**config.mk**
```make
export PLATFORM = sky130hd
export DESIGN_NAME = dct_serial_rx
export DESIGN_NICKNAME = d
export VERILOG_FILES = /design/src/rtl/dct_serial_rx.sv
export SDC_FILE = /design/constraint.sdc
export NUM_CORES = 1
export LEC_CHECK = 0
export CORE_MARGIN = 2
export CORE_UTILIZATION = 54
export DETAILED_ROUTE_END_ITERATION = 7
export PLACE_DENSITY = 0.82
export SYNTH_ARGS = -nofsm -noshare
export SYNTH_HDL_FRONTEND = slang
export SYNTH_SLANG_ARGS = --single-unit
```
**constraint.sdc**
```tcl
create_clock -name iClk -period 3.13 [get_ports iClk]
set_clock_uncertainty 0.1 [all_clocks]
set_input_delay 0.313 -clock iClk [delete_from_list [all_inputs] [get_ports iClk]]
set_output_delay 0.313 -clock iClk [all_outputs]
set_load 0.005 [all_outputs]
```
**src/rtl/dct_serial_rx.sv**
```systemverilog
// rtl/dct_serial_rx.sv - bit-serial DCT coefficient deserializer with block framing and output FIFO
//
// Purpose:
//   Rebuilds DATA_W-bit coefficients (MSB first) from the DCT core's serial
//   stream. Tags the final coefficient of each block using the block length
//   latched from iSize. Buffers completed words in a show-ahead FIFO.
//   Optional feature macro: DCT_RX_BLKCNT_EN adds the oBlkCnt block counter.
//
// Ports:
//   iClk, iRst      clock, synchronous active-high reset
//   iSDAT, iSVAL    serial data bit and its valid strobe
//   iSize           transform size code (0=4, 1=8, 2=16, 3..7=32 points)
//   oData, oLast    FIFO head coefficient and its end-of-block flag
//   oValid, iReady  head valid / consumer accept (pop on oValid & iReady)
//   oOvf, oFrmErr   sticky overflow and framing-error flags
//   oBusy           high while a word or block is in progress
//   oBlkCnt         (DCT_RX_BLKCNT_EN only) count of completed blocks
module dct_serial_rx #(
  parameter int DATA_W     = 16,
  parameter int FIFO_DEPTH = 8
) (
  input  logic              iClk,
  input  logic              iRst,
  input  logic              iSDAT,
  input  logic              iSVAL,
  input  logic [2:0]        iSize,
  output logic [DATA_W-1:0] oData,
  output logic              oValid,
  input  logic              iReady,
  output logic              oLast,
  output logic              oOvf,
  output logic              oFrmErr,
`ifdef DCT_RX_BLKCNT_EN
  output logic [15:0]       oBlkCnt,
`endif
  output logic              oBusy
);

  localparam int BW = $clog2(DATA_W);
  localparam int PW = $clog2(FIFO_DEPTH);
  localparam int CW = PW + 1;
  localparam logic [BW-1:0] BIT_LAST = BW'(DATA_W - 1);
  localparam logic [CW-1:0] CNT_FULL = CW'(FIFO_DEPTH);

  typedef enum logic {S_IDLE, S_SHIFT} state_t;

  state_t              state_q, state_d;
  logic [BW-1:0]       bitcnt_q, bitcnt_d;
  logic [4:0]          coefcnt_q, coefcnt_d;
  logic [4:0]          lastidx_q, lastidx_d;
  // Holds the DATA_W-1 bits received so far; the final bit comes straight from iSDAT.
  logic [DATA_W-2:0]   shreg_q, shreg_d;
  logic [DATA_W:0]     mem_q [FIFO_DEPTH];
  logic [DATA_W:0]     mem_d [FIFO_DEPTH];
  logic [PW-1:0]       wptr_q, wptr_d, rptr_q, rptr_d;
  logic [CW-1:0]       count_q, count_d;
  logic                ovf_q, ovf_d;
  logic                frmerr_q, frmerr_d;
`ifdef DCT_RX_BLKCNT_EN
  logic [15:0]         blkcnt_q, blkcnt_d;
`endif

  logic                word_done, word_last, pop, full, push_ok;
  logic [DATA_W-1:0]   word_data;

  function automatic logic [4:0] last_idx_of(input logic [2:0] sz);
    case (sz)
      3'd0:    return 5'd3;
      3'd1:    return 5'd7;
      3'd2:    return 5'd15;
      default: return 5'd31;
    endcase
  endfunction

  // Deserializer datapath
  always_comb begin
    bitcnt_d  = bitcnt_q;
    coefcnt_d = coefcnt_q;
    lastidx_d = lastidx_q;
    shreg_d   = shreg_q;
    frmerr_d  = frmerr_q;
    word_done = 1'b0;
    word_last = (coefcnt_q == lastidx_q);
    word_data = {shreg_q, iSDAT};
    case (state_q)
      S_IDLE: begin
        if (iSVAL) begin
          lastidx_d = last_idx_of(iSize);
          shreg_d   = (DATA_W-1)'(iSDAT);
          bitcnt_d  = BW'(1);
        end
      end
      default: begin
        if (iSVAL) begin
          shreg_d = word_data[DATA_W-2:0];
          if (bitcnt_q == BIT_LAST) begin
            word_done = 1'b1;
            bitcnt_d  = '0;
            coefcnt_d = word_last ? 5'd0 : coefcnt_q + 5'd1;
          end else begin
            bitcnt_d = bitcnt_q + BW'(1);
          end
        end else if (bitcnt_q != '0) begin
          // Valid dropped mid-word: throw away the partial word but keep the block position.
          frmerr_d = 1'b1;
          bitcnt_d = '0;
        end
      end
    endcase
  end

  // FSM next state
  always_comb begin
    state_d = state_q;
    case (state_q)
      S_IDLE:  if (iSVAL) state_d = S_SHIFT;
      default: if (word_done && word_last) state_d = S_IDLE;
    endcase
  end

  // FSM outputs
  always_comb begin
    oBusy = (state_q == S_SHIFT);
  end

  // Output FIFO; a pop on a full FIFO frees the slot for a same-cycle push.
  always_comb begin
    pop     = (count_q != '0) && iReady;
    full    = (count_q == CNT_FULL);
    push_ok = word_done && (!full || pop);
    mem_d   = mem_q;
    wptr_d  = wptr_q;
    rptr_d  = rptr_q;
    ovf_d   = ovf_q;
    if (push_ok) begin
      mem_d[wptr_q] = {word_last, word_data};
      wptr_d        = wptr_q + PW'(1);
    end
    if (word_done && !push_ok) ovf_d = 1'b1;
    if (pop) rptr_d = rptr_q + PW'(1);
    count_d = count_q + CW'(push_ok) - CW'(pop);
`ifdef DCT_RX_BLKCNT_EN
    // Counts block ends even when the final word itself was dropped.
    blkcnt_d = blkcnt_q + ((word_done && word_last) ? 16'd1 : 16'd0);
`endif
  end

  always_ff @(posedge iClk) begin
    mem_q <= mem_d;
    if (iRst) begin
      state_q   <= S_IDLE;
      bitcnt_q  <= '0;
      coefcnt_q <= '0;
      lastidx_q <= '0;
      shreg_q   <= '0;
      wptr_q    <= '0;
      rptr_q    <= '0;
      count_q   <= '0;
      ovf_q     <= 1'b0;
      frmerr_q  <= 1'b0;
`ifdef DCT_RX_BLKCNT_EN
      blkcnt_q  <= '0;
`endif
    end else begin
      state_q   <= state_d;
      bitcnt_q  <= bitcnt_d;
      coefcnt_q <= coefcnt_d;
      lastidx_q <= lastidx_d;
      shreg_q   <= shreg_d;
      wptr_q    <= wptr_d;
      rptr_q    <= rptr_d;
      count_q   <= count_d;
      ovf_q     <= ovf_d;
      frmerr_q  <= frmerr_d;
`ifdef DCT_RX_BLKCNT_EN
      blkcnt_q  <= blkcnt_d;
`endif
    end
  end

  // Head outputs are forced to zero while empty so reset leaves every output at 0.
  assign oValid  = (count_q != '0);
  assign oData   = oValid ? mem_q[rptr_q][DATA_W-1:0] : '0;
  assign oLast   = oValid ? mem_q[rptr_q][DATA_W] : 1'b0;
  assign oOvf    = ovf_q;
  assign oFrmErr = frmerr_q;
`ifdef DCT_RX_BLKCNT_EN
  assign oBlkCnt = blkcnt_q;
`endif

endmodule

```
---- Word-level counts from Yosys, hierarchy flattened ----
Cells that the tools add are included.
cells by class
  $add $sub $neg .......................... 6
  $lt $le $gt $ge ......................... 3
  equality and inequality tests ........... 5
  muxes and demuxes ....................... 24
  bitwise operators ....................... 4
  reduce and logical (&&, ||, !) cells .... 17
operator list
  cell                 number
  $bwmux 136           1
  $bmux 17 s3          1
  $demux 17 s3         1
  $mux 17              3
  $mux 15              3
  $mux 4               5
  $mux 16              1
  $pmux 5 s3           1
  $eq 4x4->1 const B   2
  $ge 4x4->1 const B   2
  $not 3->4            2
  $reduce_bool 4->1    2
  $mux 1               7
  $add 3x1->3 const B  2
  $reduce_and 3->1     2
  $add 5x1->5 const B  1
  $eq 5x5->1           1
  $logic_and 1x1->1    5
  $mux 5               1
  $add 4x1->4          1
  $add 4x1->4 const B  1
  $lt 4x1->1 const B   1
  $reduce_and 2->1     2
  $reduce_bool 2->1    2
  other kinds (7)      9
storage, ports and cells
  register bits ........................... 178
  output and inout port bits .............. 21
  word-level logic and storage cells ...... 77

---- Depth between registers and ports, before layout ----
Gate-level depths: netlist of run 1.
  depth in word-level cells ............... 7
  mapped depth ............................ 13
  mapped depth without buffers ............ 12

---- Worst setup path after synthesis of run 1 ----
No wires, ideal clock.
  path kind ............................... register to register
  from .................................... register bitcnt_q[1]
  to ...................................... register mem_q[119] in the netlist's numbering (enable)
  setup time .............................. 0.435 ns
  arrival time ............................ 2.736 ns
  required time ........................... 2.595 ns
  setup slack ............................. -0.141 ns
  stages on the path, launching flop included .. 6
  path through ............................ dfxtp_1 -> ha_1 -> nand2_1 -> nor2_2 -> nand2_1 -> nor4_1
on the way
  word-level cells in the longest chain between the ends .. 5
ends and longest elaborated chain
  what                    line  RTL
  from (decl)             48    logic [BW-1:0] bitcnt_q, bitcnt_d;
  from (signal assigned)  166   bitcnt_q <= bitcnt_d;
  $eq 4x4->1              96    if (bitcnt_q == BIT_LAST) begin
  $mux 1                  96
  $mux 1                  94    if (iSVAL) begin
  $mux 1                  85    case (state_q)
  $logic_and 1x1->1       130   push_ok = word_done && (!full || pop);
  to (signal assigned)    149   mem_q <= mem_d;
  to (decl)               53    logic [DATA_W:0] mem_q [FIFO_DEPTH];
No other way between the ends.
A chain may end at the register's enable or synchronous reset.

---- Worst setup path in the final report of run 1 ----
  from .................................... register rptr_q[0]
  to ...................................... output oData[3]
on the way
  word-level cells in the longest chain between the ends .. 5
ends and longest elaborated chain
  what                             line  RTL
  from (decl)                      55    logic [PW-1:0] wptr_q, wptr_d, rptr_q, rptr_d;
  from (signal assigned)           171   rptr_q <= rptr_d;
  $not 3->4 (implied by the code)  183   assign oData = oValid ? mem_q[rptr_q][DATA_W-1:0] : '0;
  $bmux 17 s3                      183
  $mux 17 (2 in series)            --
  $mux 16                          183
  to (decl)                        27    output logic [DATA_W-1:0] oData,
No other way between the ends. The select of a mux whose other input is x is not followed.

==> results_dict.tcl, run 1 <==
set metrics [dict create \
    vias_per_cell 5.83 \
    wire_per_inst_um 20.1 \
    final_cells 672 \
    start_util 0.555 \
    layout_min_cycle_time_ns 2.92 \
    r2r_setup_slack_ns 0.56 \
    finalMaxSlewViolations 0 \
    coreArea_mm2 0.0127 \
    cts_resized 0 \
    final_nets 507 \
    syn_area_per_cell_um2 15.9 \
    ys_seq_area_frac 0.697 \
    synthCells 442 \
    setup.worst_path.start_class "register" \
    power.internal_mw 4.59 \
    diodes 0 \
    grt-ovfl-total 0 \
    power_frac_comb 0.212 \
    p_switching_mw 1.49 \
    synth_largest_area_cell "edfxtp_1" \
    cap_violations 0 \
    numClockSinks 177 \
    layout-drive-gt1-share 0.192 \
    final_cell_mix "edfxtp_1 (136), nor2_1 (45), dfxtp_1 (40)" \
    die_h_um 118 \
    io_buffers 28 \
    initialDrtViolationCount 312 \
    syn_nets 462 \
    clk_latency_ns 0.43 \
    grt_pass1_vias 3989 \
    p_seq_frac 0.429 \
    pwr-share-clk 0.359 \
    dr_total_vias 3917 \
    leakage_nw 2.72 \
    rsz0062_at_grt "no" \
    synth.yosys.warnings 0 \
    final-setup-viol-count 0 \
    root_buffer "clkbuf_16" \
    dieArea_mm2 0.0140 \
    die-width_um 118 \
    synth_seq_cells 177 \
    drc 0 \
    cts_setup_buffers 0 \
    timing.fmax_mhz 343 \
    slew_headroom 0.661 \
    switching_share 0.245 \
    grt_pass1_wl_um 21500 \
    area_growth_pct 16.9 \
    setup-tns-final_ns 0 \
    grt_max_degree 35 \
    p_total_mw 6.07 \
    synth.area.top_cells "edfxtp_1 (58%), dfxtp_1 (12%), mux4_2 (11%)" \
    placed_area_mm2 0.00760 \
    design_area_mm2 0.00822 \
    ys_types 40 \
    gr-usage-all-layers 0.207 \
    tightest_slew_ns 0.507 \
    postRouteAntennaNets 0 \
    clock_path_buffers 2 \
    rows 41 \
    hold_viol_final 0 \
    antenna_found_initial 0 \
    pwr_density_cell_mw_per_mm2 738 \
    cts_made_buffers 17 \
    hp-class "register to register" \
    cts_tree "done" \
    synth.cell_area_mm2 0.00704 \
    wirelength_um 13500 \
    worstPathRequired_ns 2.72 \
    dp_cells 640 \
    holdBufCountCts 0 \
    synth_top_area_frac 0.580 \
    fin_crit_sh 0.932 \
    io_pins 29 \
    critical_path_class "register to output pin" \
    hpwl_um 7780 \
    crit_arrival_ns 2.50 \
    clk_pin_slew_ns 0.06 \
    place_congestion 0.813 \
    irDropWorstVdd_mv 0.374 \
    firstDrtPassIters 5 \
    status "completed" \
    htree_levels 4 \
    crit_path_end_kind "output pin" \
    crit_fanout 11 \
    hold-worst-slack_ns 0.381 \
    final_common_cell "edfxtp_1" \
]
[routing by layer]
metal,GRT usage,routed length [µm]
met1,0.271,5550
met2,0.327,6730
met3,0.0526,890
met4,0.0986,316
met5,0,0
[final cells by class]
type	count	area, µm²
tap	172	215
multi-input combinational	230	2010
clock buffer	20	467
fill	892	4450
timing repair buffer	47	423
inverter	14	52.6
sequential	177	4910
clock inverter	12	154
[worst max-delay path, stage by stage (launching register included)]
cell	delay (ns)
dfxtp_2	0.55
buf_4	0.32
mux4_2	0.55
mux2i_1	0.15
nor2_1	0.06
clkdlybuf4s50_1	0.45
[stage by stage]
stage          utilization  worst slack, ns
2_1_floorplan            -            0.284
3_3_place_gp         0.600            0.529
4_1_cts              0.649            0.185
3_5_place_dp         0.600            0.449
5_1_grt              0.649           0.0572
6_report             0.649            0.212
[worst paths after layout]
kind          startpoint          to  cells past startpoint
max            rptr_q[0]    oData[3]                      5
min              oFrmErr     oFrmErr                      1
max reg2reg  bitcnt_q[1]  count_q[1]                      9
min reg2reg      oFrmErr     oFrmErr                      1
[cell usage after synthesis, drive strengths merged]
cell type  count
or2            1
a22oi          2
clkinv         1
clkbuf        10
nor4           2
nor2          46
xor2           2
buf           11
inv           13
and2           3
nand3         23
nand2         21
o21ai          4
a31oi          1
a32oi          1
mux4          34
o211ai         1
ha            11
mux2i         18
nor2b          3
fa             1
o21a           1
and3           2
mux2           1
dfxtp         41
a21o           1
nor3           9
edfxtp       136
xnor2         10
or3            1
or4            1
nand2b         4
o31ai          2
a21oi         24
[flip-flops by register name (all words and copies together), names as in the netlist]
register,cells
mem_q,136
shreg_q,15
coefcnt_q,5
bitcnt_q,4
count_q,4
lastidx_q,4
rptr_q,3
wptr_q,3
oBusy,1
oFrmErr,1
oOvf,1
[power groups by stage]
stage,Clock (mW),Combinational [mW],Sequential [mW]
3_5_place_dp,0,1.30,2.66
6_report,2.18,1.29,2.60
5_1_grt,2.29,1.41,2.61
4_1_cts,2.20,1.31,2.60
2_1_floorplan,0,0.852,2.62
3_3_place_gp,0,1.27,2.65
[kinds of logic after synthesis]
group                    after synthesis  synth area share
AO/OA/AOI/OAI                         37            0.0315
XOR/XNOR                              12            0.0149
adder cells (fa/ha/maj)               12            0.0224
buffers and inverters                 35            0.0228
flip-flops                           177             0.697
multiplexers                          53             0.136
AND/OR/NAND/NOR                      116            0.0752
(Power assumes the default switching activity.)
==> run 2: changes to the inputs <==
--- a/config.mk
+++ b/config.mk
@@ -5,10 +5,12 @@
 export SDC_FILE = /design/constraint.sdc
 export NUM_CORES = 1
 export LEC_CHECK = 0
+export CELL_PAD_IN_SITES_DETAIL_PLACEMENT = 1
+export CELL_PAD_IN_SITES_GLOBAL_PLACEMENT = 2
 export CORE_MARGIN = 2
-export CORE_UTILIZATION = 54
+export CORE_UTILIZATION = 40
 export DETAILED_ROUTE_END_ITERATION = 7
-export PLACE_DENSITY = 0.82
+export PLACE_DENSITY = 0.81
 export SYNTH_ARGS = -nofsm -noshare
 export SYNTH_HDL_FRONTEND = slang
 export SYNTH_SLANG_ARGS = --single-unit
==> results_dict.tcl, run 2 (synthesis results as in run 1) <==
set metrics [dict create \
    grt_max_degree 37 \
    wirelength_um 14100 \
    diodes 0 \
    met3_wirelength_um 403 \
    leakage_nw 2.68 \
    cts_setup_buffers 0 \
    clk_pin_slew_ns 0.06 \
    place_congestion 0.734 \
    io_pins 29 \
    start_util 0.408 \
    finalMaxSlewViolations 0 \
    firstDrtPassIters 4 \
    cap_violations 0 \
    antenna_found_initial 0 \
    n_fill_cell 1670 \
    clk_latency_ns 0.43 \
    final_cell_mix "edfxtp_1 (136), nor2_1 (45), dfxtp_1 (40)" \
    grt_pass1_wl_um 22700 \
    grt-ovfl-total 0 \
    hold_viol_final 0 \
    crit_fanout 31 \
    final-setup-viol-count 0 \
    die_h_um 137 \
    hold_depth 3 \
    slew_headroom 0.587 \
    cts_made_buffers 17 \
    reg2reg_depth 11 \
    postRouteAntennaNets 0 \
    fin_crit_sh 0.933 \
    fin_util 0.478 \
    crit_arrival_ns 2.51 \
    vias_per_cell 5.27 \
    final_nets 507 \
    initialDrtViolationCount 256 \
    numClockSinks 177 \
    dieArea_mm2 0.0187 \
    r2r_setup_slack_ns 0.59 \
    layout_min_cycle_time_ns 2.92 \
    hpwl_um 8600 \
    rsz0062_at_grt "no" \
    gr-usage-all-layers 0.167 \
    htree_levels 4 \
    reg_top3 "mem_q (136), shreg_q (15), coefcnt_q (5)" \
    hp-class "input port to register" \
    irDropWorstVdd_mv 0.393 \
    pwr_density_cell_mw_per_mm2 709 \
    die-width_um 137 \
    rows 48 \
    grt_pass1_vias 4115 \
    wl_met1_um 6080 \
    crit_path_end_kind "output pin" \
    setup-tns-final_ns 0 \
    critical_path_class "register to output pin" \
    wl_met2_um 7380 \
    area_growth_pct 17.1 \
    timing.fmax_mhz 342 \
    wire_per_inst_um 19.5 \
    worstPathRequired_ns 2.72 \
    layout_setup_ws_ns 0.210 \
    cts_resized 0 \
    status "completed" \
    final_common_cell "edfxtp_1" \
    drc 0 \
    holdBufCountCts 0 \
    cts_tree "done" \
    maxUsedRoutingLayer "met4" \
    place_worst_setup_slack_ns 0.430 \
    dr_total_vias 3818 \
    setup.worst_path.start_class "register" \
    hold-worst-slack_ns 0.360 \
    coreArea_mm2 0.0172 \
    io_buffers 28 \
    clock_path_buffers 2 \
    tightest_slew_ns 0.617 \
    layout-drive-gt1-share 0.186 \
    largest-register "mem_q" \
    largest_register_ffs 136 \
    root_buffer "clkbuf_16" \
]
-- run 2: changes by cell type in the layout (fill, tap and decap cells not counted), sizes merged --
cell	before	now
bufinv	3	1
clkinv	5	7
clkbuf	20	18
inv	15	14
clkinvlp	3	5
-- run 2: worst paths after layout --
path              start            to
max           rptr_q[0]      oData[6]
min            iSize[0]  lastidx_q[2]
max reg2reg  count_q[2]    count_q[2]
min reg2reg     oFrmErr       oFrmErr
-- run 2: area by class of cell --
type                       instances  area (µm²)  area share
sequential                       177        4910       0.595
multi-input combinational        230        2010       0.243
timing repair buffer              47         448      0.0544
clock buffer                      18         429      0.0521
tap                              225         282      0.0342
clock inverter                    13         116      0.0141
inverter                          14        52.6     0.00638
-- run 2: report_power, final --
group | internal [mW] | switching, mW
Sequential | 2.55 | 0.0456
Clock | 1.09 | 0.858
Combinational | 0.726 | 0.579
-- run 2: routing by layer --
| layer | global-route usage | vias to the layer above |
|---|---|---|
| met5 | 0 | - |
| met4 | 0.0613 | 0 |
| met3 | 0.0341 | 18 |
| met2 | 0.294 | 61 |
| met1 | 0.202 | 1984 |
| li1 | - | 1755 |
-- run 2: metrics by stage --
stage | instances | area [µm²] | power (mW)
after floorplan | 442 | 7040 | 3.47
after global placement | 693 | 7690 | 3.95
after detailed placement | 693 | 7690 | 3.98
after CTS | 724 | 8240 | 5.91
after global routing | 724 | 8240 | 6.13
final | 724 | 8240 | 5.84
-- run 2: critical path: stages (launching register included) --
cell and delay [ns]:
dfxtp_2 0.45, buf_12 0.30, mux4_2 0.55, mux2i_1 0.25, nor2_1 0.07, clkdlybuf4s50_1 0.45
